$ cat src/rtl/fp_minmax_cmp_pipe.sv
// Pipelined IEEE-754 min/max and compare unit with RISC-V NaN / signed-zero semantics.
// The result is computed combinationally at the input and carried through an elastic valid/ready pipe.

module fp_minmax_cmp_slot #(
  parameter int PW = 1
) (
  input  logic          clk_i,
  input  logic          rst_i,
  input  logic          flush_i,
  input  logic          vld_i,
  input  logic [PW-1:0] dat_i,
  input  logic          rdy_nxt_i,
  output logic          vld_o,
  output logic [PW-1:0] dat_o,
  output logic          rdy_o
);
  logic          vld_q, vld_d;
  logic [PW-1:0] dat_q, dat_d;

  // A slot can take a new beat when empty or when its current beat leaves this cycle.
  assign rdy_o = ~vld_q | rdy_nxt_i;
  assign vld_o = vld_q;
  assign dat_o = dat_q;

  always_comb begin
    vld_d = vld_q;
    dat_d = dat_q;
    if (rdy_o) begin
      vld_d = vld_i;
      if (vld_i) dat_d = dat_i;
    end
    if (flush_i) vld_d = 1'b0;
  end

  always_ff @(posedge clk_i or posedge rst_i) begin
    if (rst_i) begin
      vld_q <= 1'b0;
      dat_q <= '0;
    end else begin
      vld_q <= vld_d;
      dat_q <= dat_d;
    end
  end
endmodule

module fp_minmax_cmp_pipe #(
  parameter int EXP_W  = 8,
  parameter int MAN_W  = 23,
  parameter int STAGES = 1,
  parameter int TAG_W  = 4,
  localparam int W     = 1 + EXP_W + MAN_W
) (
  input  logic             clk_i,
  input  logic             rst_i,
  input  logic             flush_i,
  input  logic             in_valid_i,
  output logic             in_ready_o,
  input  logic [2:0]       op_i,
  input  logic [W-1:0]     rs1_i,
  input  logic [W-1:0]     rs2_i,
  input  logic [TAG_W-1:0] tag_i,
  output logic             out_valid_o,
  input  logic             out_ready_i,
  output logic [W-1:0]     rd_o,
  output logic             nv_o,
  output logic [TAG_W-1:0] tag_o
);
  typedef enum logic [2:0] {
    OP_FMIN = 3'd0,
    OP_FMAX = 3'd1,
    OP_FEQ  = 3'd2,
    OP_FLT  = 3'd3,
    OP_FLE  = 3'd4
  } op_e;

  typedef struct packed {
    logic [W-1:0]     rd;
    logic             nv;
    logic [TAG_W-1:0] tag;
  } res_t;

  localparam int PW = $bits(res_t);
  localparam logic [W-1:0] CANON_NAN = {1'b0, {EXP_W{1'b1}}, 1'b1, {(MAN_W-1){1'b0}}};

  logic sa, sb, nan_a, nan_b, snan_a, snan_b, any_nan, any_snan;
  logic mag_lt_ab, mag_lt_ba, lt_ab, lt_ba, both_zero, feq, flt;
  res_t res;

  always_comb begin
    sa        = rs1_i[W-1];
    sb        = rs2_i[W-1];
    nan_a     = (&rs1_i[W-2:MAN_W]) & (|rs1_i[MAN_W-1:0]);
    nan_b     = (&rs2_i[W-2:MAN_W]) & (|rs2_i[MAN_W-1:0]);
    snan_a    = nan_a & ~rs1_i[MAN_W-1];
    snan_b    = nan_b & ~rs2_i[MAN_W-1];
    any_nan   = nan_a | nan_b;
    any_snan  = snan_a | snan_b;
    mag_lt_ab = rs1_i[W-2:0] < rs2_i[W-2:0];
    mag_lt_ba = rs2_i[W-2:0] < rs1_i[W-2:0];
    // Sign-magnitude total order: differing signs decide outright, so -0 < +0 here.
    lt_ab     = (sa != sb) ? sa : (sa ? mag_lt_ba : mag_lt_ab);
    lt_ba     = (sa != sb) ? sb : (sa ? mag_lt_ab : mag_lt_ba);
    both_zero = ~(|rs1_i[W-2:0]) & ~(|rs2_i[W-2:0]);
    feq       = (rs1_i == rs2_i) | both_zero;
    flt       = lt_ab & ~both_zero;

    res     = '0;
    res.tag = tag_i;
    case (op_i)
      OP_FMIN, OP_FMAX: begin
        res.nv = any_snan;
        if (nan_a & nan_b)      res.rd = CANON_NAN;
        else if (nan_a)         res.rd = rs2_i;
        else if (nan_b)         res.rd = rs1_i;
        else if (op_i == OP_FMIN) res.rd = lt_ba ? rs2_i : rs1_i;
        else                    res.rd = lt_ab ? rs2_i : rs1_i;
      end
      OP_FEQ: begin
        res.nv    = any_snan;
        res.rd[0] = ~any_nan & feq;
      end
      OP_FLT: begin
        res.nv    = any_nan;
        res.rd[0] = ~any_nan & flt;
      end
      OP_FLE: begin
        res.nv    = any_nan;
        res.rd[0] = ~any_nan & (flt | feq);
      end
      default: ;
    endcase
  end

  // Index 0 is the input beat; index s+1 is the output of slot s.
  logic [STAGES:0]         vld_pipe;
  logic [STAGES:0]         rdy_pipe;
  logic [STAGES:0][PW-1:0] dat_pipe;
  res_t                    out_res;

  assign vld_pipe[0]      = in_valid_i;
  assign dat_pipe[0]      = res;
  assign rdy_pipe[STAGES] = out_ready_i;

  for (genvar s = 0; s < STAGES; s++) begin : g_slot
    fp_minmax_cmp_slot #(.PW(PW)) u_slot (
      .clk_i    (clk_i),
      .rst_i    (rst_i),
      .flush_i  (flush_i),
      .vld_i    (vld_pipe[s]),
      .dat_i    (dat_pipe[s]),
      .rdy_nxt_i(rdy_pipe[s+1]),
      .vld_o    (vld_pipe[s+1]),
      .dat_o    (dat_pipe[s+1]),
      .rdy_o    (rdy_pipe[s])
    );
  end

  assign out_res     = dat_pipe[STAGES];
  assign in_ready_o  = rdy_pipe[0];
  assign out_valid_o = vld_pipe[STAGES];
  assign rd_o        = out_res.rd;
  assign nv_o        = out_res.nv;
  assign tag_o       = out_res.tag;
endmodule

$ cat config.mk
export PLATFORM = sky130hd
export DESIGN_NAME = fp_minmax_cmp_pipe
export DESIGN_NICKNAME = d
export VERILOG_FILES = /design/src/rtl/fp_minmax_cmp_pipe.sv
export SDC_FILE = /design/constraint.sdc
export NUM_CORES = 1
export LEC_CHECK = 0
export CORE_MARGIN = 10
export CORE_UTILIZATION = 30
export CTS_CLUSTER_SIZE = 25
export DETAILED_ROUTE_END_ITERATION = 6
export HOLD_SLACK_MARGIN = 0.06
export PLACE_DENSITY = 0.61
export SYNTH_ARGS = -nofsm -noshare
export SYNTH_HDL_FRONTEND = slang
export SYNTH_SLANG_ARGS = --single-unit
$ cat constraint.sdc
create_clock -name clk_i -period 2.2 [get_ports clk_i]
set_clock_uncertainty 0.05 [all_clocks]
set_input_delay 0.44 -clock clk_i [delete_from_list [all_inputs] [get_ports clk_i]]
set_output_delay 0.44 -clock clk_i [all_outputs]
set_load 0.02 [all_outputs]
* Yosys cells after proc, flatten, opt, wreduce, memory -nomap -nowiden
Index checks and enable logic that the tools add are counted.
** Word-level totals
- Register bits :: 38
- Word-level logic and storage cells :: 56
- Memories :: 0
- Memory bits (read-only) :: 0
- Bits in writable memories :: 0
- Latch bits :: 0
** Cells by class
- Equal/unequal tests :: 6
- Div/mod/pow operators :: 0
- Add/subtract/negate cells :: 0
- Bitwise logic cells :: 22
- Reduce and logical (&&, ||, !) cells :: 10
- Mux-type cells :: 14
- Multiply operators :: 0
- Shift operators :: 0
- Magnitude comparators :: 2
** Operators with widths (number)
- $mux 32 :: 6
- $lt 31x31->1 :: 2
- $reduce_or 31->1 :: 2
- $reduce_or 23->1 :: 2
- $eq 32x32->1 :: 1
- $mux 31 :: 1
- $reduce_and 8->1 :: 2
- $and 1x1->1 :: 10
- $pmux 2 s4 :: 1
- $not 1->1 :: 7
- $eq 3x2->1 const B :: 2
- $mux 1 :: 6
- $or 1x1->1 :: 5
- $eq 3x1->1 const B :: 1
- $eq 3x3->1 const B :: 1
- $logic_not 3->1 :: 1
- $reduce_and 2->1 :: 1
- $reduce_bool 2->1 :: 1
- $reduce_or 2->1 :: 1
- $ne 1x1->1 :: 1

* Longest topological paths before layout
Gate-level depths: netlist of run 1.
- Depth in word-level cells :: 9
- Mapped depth :: 13

* Modules after synthesis
Synthesis of run 1 repeated with hierarchy kept, for this count alone.
** Second synthesis, totals
- Cell total of the unflattened synthesis :: 380
- Area total of the unflattened synthesis :: 3510.9 µm²
** By module, submodules not included
- fp_minmax_cmp_pipe :: area an instance 1959.4 µm², seq. area each 0.0 µm², times used 1, cells each 297
- fp_minmax_cmp_slot :: area an instance 1551.5 µm², seq. area each 950.9 µm², times used 1, cells each 83

* Least setup slack after synthesis of run 1
No wires, ideal clock.
- Path kind :: input to register
- Start point :: input rs1_i[2]
- End point :: register g_slot[0].u_slot.dat_q[28]
- Setup slack :: -0.841 ns
- Cell stages on the path :: 12
- Buffers on the path :: 1
- Data arrival time :: 2.865 ns
- Data required time :: 2.024 ns
- Path through :: inv_1 ha_1 a21oi_1 a21oi_1 o31ai_4 o211ai_2 a2111oi_4 mux2i_1 a211o_1 buf_6 o211a_4 a221o_1
** On the way
- Word-level cells in the longest chain between the ends :: 9
- Elaborated cells between the ends (all ways) :: 16
- Classes of those cells :: 2 x order compare; 11 x mux; 2 x bitwise; 1 x reduce/logical
** Ends and longest elaborated chain
- start, declared :: line 59 : input logic [W-1:0] rs1_i,
- $lt 31x31->1, on equally long branches :: line 98, 99
- $mux 1, on equally long branches (2 in series) :: line 101, 102
- $mux 32, on equally long branches :: line 116, 115
- $mux 32 :: line 115 : else if (op_i == OP_FMIN) res.rd = lt_ba ? rs2_i : rs1_i;
- $mux 32 :: line 114 : else if (nan_b) res.rd = rs1_i;
- $mux 32 :: line 113 : else if (nan_a) res.rd = rs2_i;
- $mux 32 * :: line 112 : if (nan_a & nan_b) res.rd = CANON_NAN;
- $mux 31 * :: line 109 : case (op_i)
- end signal, assigned :: line 41 : dat_q <= dat_d;
- end, declared :: line 18 : logic [PW-1:0] dat_q, dat_d;
Mark *: on every way between the ends. The rest lies on a longest branch, timed or not.
A chain may end at the register's enable or synchronous reset.

* Worst setup path in the final report of run 1
- Start point :: input rs2_i[14]
- End point :: register g_slot[0].u_slot.dat_q[5]
** On the way
- Word-level cells in the longest chain between the ends :: 9
- Elaborated cells between the ends (all ways) :: 29
- Classes of those cells :: 2 x order compare; 1 x eq/ne; 11 x mux; 13 x bitwise; 2 x reduce/logical
** Ends and longest elaborated chain
- start, declared :: line 60 : input logic [W-1:0] rs2_i,
- $lt 31x31->1, on equally long branches :: line 98, 99
- $mux 1, on equally long branches (2 in series) :: line 101, 102
- $mux 32, on equally long branches :: line 116, 115
- $mux 32 :: line 115
- $mux 32 :: line 114
- $mux 32 :: line 113
- $mux 32 :: line 112
- $pmux 2 s4 * :: line 109
Marks and branches as above.

==> metrics.md, run 1 <==
| Metric | Value |
|---|---|
| Register area share after synthesis | `28.2%` |
| Failing checks | `setup timing` |
| Core Region | `10900 µm²` |
| CTS H-tree depth | `2` |
| Synth Cell Area | `3370 µm²` |
| Highest metal used | `met4` |
| CTS buffer count | `5` |
| Async SR Flop Fraction | `100%` |
| Number of synthesized flops with an enable pin | `0` |
| Hold Path Class | `in -> reg` |
| Critical Path Sink Type | `flop` |
| Post-route insts no fill | `731` |
| Status | `finished, violations left` |
| Fin. Hold Viols | `0` |
| Crit-path leading delay family | `compound AO/OA/AOI/OAI gates` |
| Crit path DAT | `3.10 ns` |
| Min Tclk post-route | `2.99 ns` |
| Gpl congestion | `0.958` |
| RSZ-0062 raised after global routing | `true` |
| Area growth syn-to-layout | `73.7%` |
| Boundary pin count | `115` |
| Synth unique cells | `46` |
| FF/Latch Area | `951 µm²` |
| Vias | `3880` |
| Placed Instances | `715` |
| Detail Placement HPWL | `10.6 mm` |
| Setup ws final | `-0.790 ns` |
| GRT Residual Overflow | `0` |
| Largest net degree at the start of global routing | `25` |
| Wl on met1 | `5.43 mm` |
| Area of the multi-input gates | `2460 µm²` |
| Crit start category | `primary input` |
| Synthesized instance count | `401` |
| Clk sinks | `38` |
| WL met3 | `781 µm` |
| Antenna diodes | `0` |
| Nets@finish | `701` |
| Die span in y | `126 µm` |
| Worst Tran Pin Value | `0.565 ns` |
| Post-route DRC | `0` |
| WL met2 | `6.91 mm` |
| Vias per std cell | `5.31` |
| Design Power | `2.64 mW` |
| Setup CP Type | `in -> reg` |
| Synthesis Warnings | `0` |
| Initial antenna violation count | `0` |
| Leakage power | `2.62 nW` |
| Root buf cell | `clkbuf_16` |
| Critical path's largest stage delay | `0.49 ns` |
| Count of input and output buffers | `114` |
| Pwr/cell area | `451 nW/µm²` |
| TritonCTS clock tree | `yes` |
| Achievable Freq | `334 MHz` |
| Hold_buf cts | `0` |
| Slew Limit Fails | `0` |
| Clock transition at path regs | `0.06 ns` |
| Worst rel slew slack | `61.4%` |
| Final instance area | `5850 µm²` |
| Full die area | `15900 µm²` |
| Global-route wire length before repair | `21.7 mm` |
| Clk_lat worst skew | `0.28 ns` |
| Share of layout cells above drive strength 1 | `45.0%` |
| Clock tree buffer depth | `2` |
| Worst Path Required | `2.31 ns` |
| Drt wl/cell | `18.4 µm` |
| Syn_area_per_cell | `8.40 µm²` |
| Starting density of the core | `30.8%` |
| Die X | `126 µm` |
| CP max stage cell | `a2111oi_4` |
| Setup Viol. Count Final | `31` |
| Fill count | `1000` |
| Worst Path Max Fanout | `4` |
| Synth Register Bits | `38` |
| All-Layer GR Usage | `16.5%` |
| Max-cap viol count | `0` |
| Vias in the first global route | `4228` |
| WP buf/inv | `4` |
| Cell mode on critical path | `buf_4` |
| 1st-iter DRT viols | `283` |
| Cell row count | `38` |
| Cell Chain, Critical Path | `dlygate4sd2_1 > ha_4 > nand4_1 > buf_4 > buf_4 > o211ai_2 > a2111oi_4 > mux2i_1 > a211o_1 > buf_6 > o211a_1 > a2111o_1` |
| Placed inst area | `5330 µm²` |
| Peak supply drop | `244 µV` |
| Main flop type after synthesis | `dfrtp_1` |
| Antenna-violating nets left | `0` |
| Routed wire length | `13.5 mm` |
| Final period utilization | `136%` |
| DRT Pass-1 Iters | `4` |
| Syn_nets | `510` |
-- logic make-up (layout without fill, tap and decap cells) --
logic type / Yosys count / after routing / synth area share, %
AO/OA/AOI/OAI: 105 / 105 / 24.0
AND/OR/NAND/NOR: 124 / 124 / 18.5
XOR/XNOR: 1 / 1 / 0.260
buffers and inverters: 94 / 284 / 14.8
adder cells (fa/ha/maj): 33 / 33 / 12.3
flip-flops: 38 / 38 / 28.2
multiplexers: 6 / 6 / 1.93
-- flip-flops by register name, indices dropped and copies added (netlist names) --
| name | flops |
|---|---|
| g_slot.u_slot.dat_o | 37 |
| g_slot.u_slot.vld_o | 1 |
-- cells in the mapped netlist (4+ instances only) --
library cell / instances / share of area [%]
o211ai_1: 42 / 9.4
dfrtp_1: 38 / 28
inv_1: 37 / 4.1
buf_4: 36 / 8.0
nand2_1: 35 / 3.9
ha_1: 33 / 12
nand3_1: 27 / 4.0
a21oi_1: 17 / 2.5
clkbuf_1: 17 / 1.9
nor4_1: 15 / 2.8
nand4_1: 13 / 2.4
o21ai_0: 11 / 1.6
nor2_1: 10 / 1.1
nor3_1: 8 / 1.2
a221o_1: 7 / 2.1
and2_1: 6 / 1.1
a21o_1: 5 / 1.1
mux2_2: 4 / 1.3
-- stage by stage --
step	utilization, %	setup TNS (ns)	hold slack, ns	setup WS (ns)
after floorplan	-	-18.74	0.400	-0.757
after global placement	48.7	-49.02	0.413	-1.60
after detailed placement	48.7	-50.63	0.418	-1.66
after CTS	52.6	-21.23	0.430	-0.796
after global routing	53.5	-25.22	0.388	-0.887
final	53.5	-21.39	0.385	-0.790
-- worst reg2reg max path: cells and delay by family, from the launching register on --
kind                   cells  cell delay [ns]
buffers and inverters      1             0.34
AO/OA/AOI/OAI              1             0.17
flip-flops                 1             0.38
AND/OR/NAND/NOR            5             0.98
-- cells in the final DEF, fill, tap and decap left out, types with 4 or more instances in the layout --
master           instances
a21o_1                   5
a21oi_1                  8
a21oi_2                  6
a221o_1                  7
and2_1                   6
buf_2                   23
buf_4                  113
buf_6                   14
clkbuf_16                5
clkbuf_2                15
clkdlybuf4s15_1          4
clkdlybuf4s15_2          4
clkdlybuf4s50_1         51
dfrtp_1                 38
dlygate4sd2_1           13
ha_1                    12
ha_4                    21
inv_1                   16
inv_2                   19
mux2_2                   4
nand2_1                 35
nand3_1                 26
nand4_1                 13
nor2_1                   6
nor3_1                   5
nor4_1                   6
nor4_4                   6
o211ai_1                42
o21ai_0                  7
o21ai_1                  4
-- metal layers --
| layer | track usage (%) | vias to the layer above |
|---|---|---|
| met5 | 0 | - |
| met4 | 5.29 | 0 |
| met3 | 4.19 | 28 |
| met2 | 29.9 | 140 |
| met1 | 18.4 | 1881 |
| li1 | - | 1831 |
-- path summary, 6_finish.rpt --
kind	start	to	cells after the start	slack [ns]
worst min register to register	g_slot[0].u_slot.dat_o[17]	g_slot[0].u_slot.dat_o[17]	2	0.42
min in group asynchronous	rst_i	g_slot[0].u_slot.dat_o[34]	3	0.45
max in group asynchronous	rst_i	g_slot[0].u_slot.dat_o[15]	3	1.36
worst min-delay path	rs1_i[2]	g_slot[0].u_slot.dat_o[7]	3	0.39
worst max-delay path	rs2_i[14]	g_slot[0].u_slot.dat_o[5]	12	-0.79
worst max register to register	g_slot[0].u_slot.vld_o	g_slot[0].u_slot.dat_o[25]	7	0.22
-- power breakdown --
part | internal [mW] | switching (mW) | total, mW
Clock | 0.439 | 0.278 | 0.716
Sequential | 0.769 | 0.0437 | 0.813
Combinational | 0.563 | 0.547 | 1.11
-- timing repair --
item | CTS | global route
pin swaps | 62 | 37
endpoints found under the setup margin | 34 | 33
buffers inserted | 13 | 1
resized for setup | 217 | 66
cloned | 0 | 0
-- area by class of cell --
type | instances | share of cell area [%]
Inverter | 37 | 2.50
Sequential cell | 38 | 16.3
Multi-Input combinational cell | 269 | 42.1
Clock buffer | 6 | 2.37
Timing Repair Buffer | 241 | 33.8
Tap cell | 140 | 3.00
No activity file was read; power rests on OpenSTA's default activity.
==> run 2, diff against run 1 <==
--- a/config.mk
+++ b/config.mk
@@ -11,6 +11,7 @@
 export DETAILED_ROUTE_END_ITERATION = 6
 export HOLD_SLACK_MARGIN = 0.06
 export PLACE_DENSITY = 0.61
+export SKIP_LAST_GASP = 1
 export SYNTH_ARGS = -nofsm -noshare
 export SYNTH_HDL_FRONTEND = slang
 export SYNTH_SLANG_ARGS = --single-unit
==> constraint.sdc (replaced) <==
create_clock -name clk_i -period 2.2 [get_ports clk_i]
set_clock_uncertainty 0.05 [all_clocks]
set_input_delay 0.55 -clock clk_i [delete_from_list [all_inputs] [get_ports clk_i]]
set_output_delay 0.55 -clock clk_i [all_outputs]
set_load 0.02 [all_outputs]
==> run 2 against run 1 <==
Against the previous run:
- the run still ends with setup timing left
- sequential share of layout area down 0.30 points
- non-clock buffer count up 4
- design area up 1.9%
- critical path depth unchanged
- power up 0.22%
- sequential power about the same
- combinational power about the same
- clock power about the same
- highest routed layer unchanged
==> metrics.md, run 2 (synthesis gave the netlist of run 1 again) <==
| Metric | Value |
|---|---|
| Die span in y | `126 µm (unchanged)` |
| Crit start category | `primary input (unchanged)` |
| Clk_lat worst skew | `0.28 ns (about the same)` |
| Setup ws final | `-0.893 ns (was -0.790 ns)` |
| Gpl congestion | `0.953 (was 0.958)` |
| Share of layout cells above drive strength 1 | `44.7% (was 45.0%)` |
| Full die area | `15900 µm² (unchanged)` |
| Hold_buf cts | `0 (unchanged)` |
| Post-route DRC | `0 (unchanged)` |
| CTS buffer count | `5 (unchanged)` |
| Count of input and output buffers | `114 (unchanged)` |
| Routed wire length | `13.7 mm (was 13.5 mm)` |
| Post-route insts no fill | `735 (was 731)` |
| Setup Viol. Count Final | `31 (unchanged)` |
| Reg-to-Reg Start | `g_slot[0].u_slot.vld_o (unchanged)` |
| GRT Residual Overflow | `0 (unchanged)` |
| Initial antenna violation count | `0 (unchanged)` |
| Peak supply drop | `274 µV (was 244 µV)` |
| Vias | `3888 (was 3880)` |
| Worst Path Max Fanout | `4 (unchanged)` |
| Failing checks | `setup timing (unchanged)` |
| Die X | `126 µm (unchanged)` |
| Antenna-violating nets left | `0 (unchanged)` |
| TritonCTS clock tree | `yes (unchanged)` |
| Antenna diodes | `0 (unchanged)` |
| Worst rel slew slack | `69.1% (was 61.4%)` |
| Clock tree buffer depth | `2 (unchanged)` |
| Clk sinks | `38 (unchanged)` |
| Vias per std cell | `5.29 (was 5.31)` |
| Nets@finish | `705 (was 701)` |
| Worst Tran Pin Value | `0.463 ns (was 0.565 ns)` |
| Final period utilization | `141% (was 136%)` |
| Hold Path Class | `reg -> reg (was in -> reg)` |
| Boundary pin count | `115 (unchanged)` |
| Detail Placement HPWL | `10.4 mm (was 10.6 mm)` |
| Most common cell after layout, fill and taps aside | `buf_4 (unchanged)` |
| All-Layer GR Usage | `16.4% (was 16.5%)` |
| Clock transition at path regs | `0.06 ns (about the same)` |
| Global-route wire length before repair | `21.5 mm (was 21.7 mm)` |
| Final Util | `54.5% (was 53.5%)` |
| Status | `finished, violations left (unchanged)` |
| CTS H-tree depth | `2 (unchanged)` |
| DRT Pass-1 Iters | `5 (was 4)` |
| Fin. Hold Viols | `0 (unchanged)` |
| Core Region | `10900 µm² (unchanged)` |
| RSZ-0062 raised after global routing | `true (unchanged)` |
| Placed Instances | `715 (unchanged)` |
| Slew Limit Fails | `0 (unchanged)` |
| Starting density of the core | `30.8% (unchanged)` |
| Cell row count | `38 (unchanged)` |
| Achievable Freq | `323 MHz (was 334 MHz)` |
| Root buf cell | `clkbuf_16 (unchanged)` |
| Setup CP Type | `in -> reg (unchanged)` |
| Area growth syn-to-layout | `77.0% (was 73.7%)` |
| Commonest cells after routing, fill and taps aside | `buf_4 (121), clkdlybuf4s50_1 (51), o211ai_1 (42), dfrtp_1 (38), nand2_1 (34) (was buf_4 (113), clkdlybuf4s50_1 (51), o211ai_1 (42), dfrtp_1 (38), nand2_1 (35))` |
| Pwr/cell area | `444 nW/µm² (was 451 nW/µm²)` |
| Critical path startpoint | `rs2_i[4] (was rs2_i[14])` |
| Largest net degree at the start of global routing | `25 (unchanged)` |
| Worst Path Required | `2.32 ns (was 2.31 ns)` |
| HP Start | `g_slot[0].u_slot.dat_o[4] (was rs1_i[2])` |
| Max-cap viol count | `0 (unchanged)` |
| Crit path DAT | `3.21 ns (was 3.10 ns)` |
| Min Tclk post-route | `3.09 ns (was 2.99 ns)` |
| Leakage power | `2.64 nW (was 2.62 nW)` |
| Max reg flops | `37 (unchanged)` |
| Drt wl/cell | `18.7 µm (was 18.4 µm)` |
| Critical Path Sink Type | `flop (unchanged)` |
| Vias in the first global route | `4051 (was 4228)` |
| 1st-iter DRT viols | `256 (was 283)` |
## run 2: changes by cell type in the layout (fill, tap and decap cells not counted), sizes merged
| cell | before | now |
|---|---|---|
| clkdlybuf4s15 | 8 | 17 |
| clkbuf | 21 | 15 |
| dlygate4sd2 | 13 | 15 |
| buf | 154 | 153 |
## run 2: power by group
group          total (mW)  internal, mW  leakage, nW  switching, mW
combinational        1.12         0.570         2.07          0.549
sequential          0.812         0.769        0.504         0.0425
clock               0.714         0.438       0.0688          0.276
## run 2: timing repair
action / in CTS / in global routing
pin swaps: 49 / 37
endpoints found under the setup margin: 34 / 33
buffers inserted: 10 / 6
resized for setup: 216 / 53
## run 2: per-stage QoR
step           setup TNS [ns]  cell area (µm²)  hold WS [ns]  total power, mW  setup WS (ns)
6_report               -26.01             5960         0.429             2.64         -0.893
5_1_grt                -29.42             5960         0.447             2.78         -0.991
4_1_cts                -24.38             5790         0.433             2.61         -0.850
3_5_place_dp           -54.37             5330         0.419             1.82          -1.77
3_3_place_gp           -53.08             5330         0.412             1.81          -1.72
2_1_floorplan          -22.15             3460         0.400             1.33         -0.867
## run 2: final timing paths
kind | to | slack, ns | cells after the start
max | g_slot[0].u_slot.dat_o[5] | -0.89 | 12
min | g_slot[0].u_slot.dat_o[4] | 0.43 | 1
max reg2reg | g_slot[0].u_slot.dat_o[27] | 0.26 | 7
min reg2reg | g_slot[0].u_slot.dat_o[4] | 0.43 | 1
max in group asynchronous | g_slot[0].u_slot.dat_o[6] | 1.26 | 3
min in group asynchronous | g_slot[0].u_slot.dat_o[34] | 0.55 | 3
## run 2: critical path: stages
cell	delay [ns]
buf_2	0.13
ha_4	0.22
a211oi_2	0.25
nor2_2	0.09
o31ai_4	0.22
o211ai_2	0.14
a2111oi_4	0.48
mux2i_1	0.20
a211o_4	0.33
buf_6	0.13
o211a_1	0.19
a2111o_1	0.28
## run 2: layer usage
layer	track usage, %	vias up	share of wire, %
met5	0	-	0
met4	2.75	0	1.5
met3	4.19	19	6.7
met2	29.8	140	52
met1	18.9	1886	40
li1	-	1843	-
## run 2: area by class of cell
class                      count  area (µm²)
clock buffer                   6         139
tap                          140         175
fill                         997        4980
inverter                      37         149
sequential                    38         951
timing repair buffer         245        2050
multi-input combinational    269        2490
==> run 3, diff against run 2 <==
--- a/config.mk
+++ b/config.mk
@@ -5,6 +5,7 @@
 export SDC_FILE = /design/constraint.sdc
 export NUM_CORES = 1
 export LEC_CHECK = 0
+export CORE_ASPECT_RATIO = 0.6
 export CORE_MARGIN = 10
 export CORE_UTILIZATION = 30
 export CTS_CLUSTER_SIZE = 25
==> run 3 against run 2 <==
Against the previous run:
- the flow still finishes with violations (setup timing)
- first-iteration DRC count up 20%
- worst hold slack better by 0.0020 ns
- combinational power up 8%
- global-route usage up 1.6 points
- sequential share of layout area down 0.80 points
- via count up 2.6%
- utilization up 3.7 points
- die area up 0.87%
- cell count up 2.4%
- register-to-register slack better by 0.05 ns
- routed wire length up 7.3%
- sequential power about the same
- highest routed layer unchanged
==> metrics.md, run 3 (synthesis gave the netlist of run 1 again) <==
| Metric | Value |
|---|---|
| Status | `finished, violations left (unchanged)` |
| Failing checks | `setup timing (unchanged)` |
| Clk_lat worst skew | `0.28 ns (about the same)` |
| 1st-iter DRT viols | `308 (was 256)` |
| Largest net degree at the start of global routing | `39 (was 25)` |
| WP buf/inv | `1 (was 2)` |
| Routed wire length | `14.7 mm (was 13.7 mm)` |
| Clock transition at path regs | `0.06 ns (about the same)` |
| Drt wl/cell | `19.5 µm (was 18.7 µm)` |
| Share of layout cells above drive strength 1 | `46.1% (was 44.7%)` |
| RSZ-0062 raised after global routing | `true (unchanged)` |
| DRT Pass-1 Iters | `5 (unchanged)` |
| Pwr/cell area | `439 nW/µm² (was 444 nW/µm²)` |
| Cell Chain, Critical Path | `clkdlybuf4s15_2 > ha_4 > a21oi_4 > nor2_4 > a211oi_4 > o211ai_2 > a2111oi_4 > mux2i_1 > a211o_2 > o211a_4 > a221o_1 (was buf_2 > ha_4 > a211oi_2 > nor2_2 > o31ai_4 > o211ai_2 > a2111oi_4 > mux2i_1 > a211o_4 > buf_6 > o211a_1 > a2111o_1)` |
| Crit path DAT | `3.24 ns (was 3.21 ns)` |
| Crit-path leading delay family | `compound AO/OA/AOI/OAI gates (unchanged)` |
| Post-route DRC | `0 (unchanged)` |
| Worst Path Max Fanout | `6 (was 4)` |
| Boundary pin count | `115 (unchanged)` |
| Clk sinks | `38 (unchanged)` |
| Setup Total Neg Slack | `-26.32 ns (was -26.01 ns)` |
| Starting density of the core | `31.2% (was 30.8%)` |
| Setup Viol. Count Final | `32 (was 31)` |
| Root buf cell | `clkbuf_16 (unchanged)` |
| Critical Path Sink Type | `flop (unchanged)` |
| Commonest cells after routing, fill and taps aside | `buf_4 (122), clkdlybuf4s50_1 (51), o211ai_1 (42), dfrtp_1 (38), nand2_1 (32) (was buf_4 (121), clkdlybuf4s50_1 (51), o211ai_1 (42), dfrtp_1 (38), nand2_1 (34))` |
| All-Layer GR Usage | `17.9% (was 16.4%)` |
| Worst Tran Pin Value | `0.539 ns (was 0.463 ns)` |
| Initial antenna violation count | `0 (unchanged)` |
| Max-cap viol count | `0 (unchanged)` |
| Critical path's largest stage delay | `0.46 ns (was 0.48 ns)` |
| Design Power | `2.75 mW (was 2.64 mW)` |
| Nets@finish | `722 (was 705)` |
| Full die area | `16000 µm² (was 15900 µm²)` |
| Detail Placement HPWL | `11.5 mm (was 10.4 mm)` |
| Die X | `157 µm (was 126 µm)` |
| Vias per std cell | `5.30 (was 5.29)` |
| Die span in y | `102 µm (was 126 µm)` |
| Cell row count | `29 (was 38)` |
| Clock tree buffer depth | `2 (unchanged)` |
| Hold_buf cts | `0 (unchanged)` |
| Fin. Hold Viols | `0 (unchanged)` |
| Gpl congestion | `0.904 (was 0.953)` |
| Hold Path Class | `reg -> reg (unchanged)` |
| Vias in the first global route | `4170 (was 4051)` |
| Antenna diodes | `0 (unchanged)` |
| Antenna-violating nets left | `0 (unchanged)` |
| Count of input and output buffers | `114 (unchanged)` |
| Peak supply drop | `264 µV (was 274 µV)` |
| Global-route wire length before repair | `22.8 mm (was 21.5 mm)` |
| TritonCTS clock tree | `yes (unchanged)` |
| CP max stage cell | `a2111oi_4 (unchanged)` |
| Setup CP Type | `in -> reg (unchanged)` |
| Final period utilization | `142% (was 141%)` |
| Most common cell after layout, fill and taps aside | `buf_4 (unchanged)` |
| Setup ws final | `-0.921 ns (was -0.893 ns)` |
| Post-route insts no fill | `753 (was 735)` |
| GRT Residual Overflow | `0 (unchanged)` |
| Achievable Freq | `320 MHz (was 323 MHz)` |
| Min Tclk post-route | `3.12 ns (was 3.09 ns)` |
| Placed Instances | `720 (was 715)` |
| Crit start category | `primary input (unchanged)` |
| Worst Path Required | `2.32 ns (about the same)` |
| Area growth syn-to-layout | `86.4% (was 77.0%)` |
| Max reg flops | `37 (unchanged)` |
| Vias | `3990 (was 3888)` |
| CTS H-tree depth | `2 (unchanged)` |
| Worst rel slew slack | `64.0% (was 69.1%)` |
| Leakage power | `2.79 nW (was 2.64 nW)` |
| CTS buffer count | `5 (unchanged)` |
| Core Region | `10800 µm² (was 10900 µm²)` |
| Slew Limit Fails | `0 (unchanged)` |
[run 3: worst min-delay path, cell delays in order (launching register included)]
cell     delay (ns)
dfrtp_1        0.34
nand2_1        0.05
nand3_1        0.06
[run 3: layer usage]
layer  vias up  GRT usage [%]  routed length [µm]  share of wire, %
met5         -              0                   0                 0
met4         0           2.45                  59              0.40
met3        10           6.04                1360               9.3
met2       172           27.5                6390                43
met1      1936           24.5                6910                47
li1       1872              -                   -                 -
[run 3: final cells by class]
class / count / area (µm²)
clock buffers: 7 / 143
flip-flops and latches: 38 / 951
repair buffers: 262 / 2290
fillers: 912 / 4500
inverters: 37 / 146
clock inverters: 1 / 5.00
multi-input cells: 269 / 2570
well taps: 139 / 174
[run 3: worst paths after layout]
| path | from | to | slack, ns | cells after the start |
|---|---|---|---|---|
| max | rs2_i[8] | g_slot[0].u_slot.dat_o[30] | -0.92 | 11 |
| min | g_slot[0].u_slot.dat_o[15] | g_slot[0].u_slot.dat_o[15] | 0.43 | 2 |
| max reg2reg | g_slot[0].u_slot.vld_o | g_slot[0].u_slot.dat_o[13] | 0.31 | 8 |
| min reg2reg | g_slot[0].u_slot.dat_o[15] | g_slot[0].u_slot.dat_o[15] | 0.43 | 2 |
| max in group asynchronous | rst_i | g_slot[0].u_slot.dat_o[16] | 1.06 | 3 |
| min in group asynchronous | rst_i | g_slot[0].u_slot.vld_o | 0.67 | 3 |
[run 3: repair_timing]
item                                    4_1_cts  5_1_grt
pin swaps                                    64       38
setup buffers                                17       10
resized for setup                           218       71
endpoints found under the setup margin       34       34
[run 3: through the flow]
step	hold slack (ns)	setup slack (ns)	utilization, %	instance area [µm²]
2_1_floorplan	0.400	-0.867	-	3460
3_3_place_gp	0.412	-1.56	49.6	5350
3_5_place_dp	0.421	-1.66	49.6	5350
4_1_cts	0.433	-0.847	56.3	6060
5_1_grt	0.456	-0.986	58.2	6280
6_report	0.431	-0.921	58.2	6280
[run 3: power by group]
| part | switching (mW) | leakage (nW) | internal, mW |
|---|---|---|---|
| Sequential | 0.0430 | 0.504 | 0.769 |
| Combinational | 0.594 | 2.21 | 0.614 |
| Clock | 0.284 | 0.0739 | 0.449 |
| Total | 0.921 | 2.79 | 1.83 |
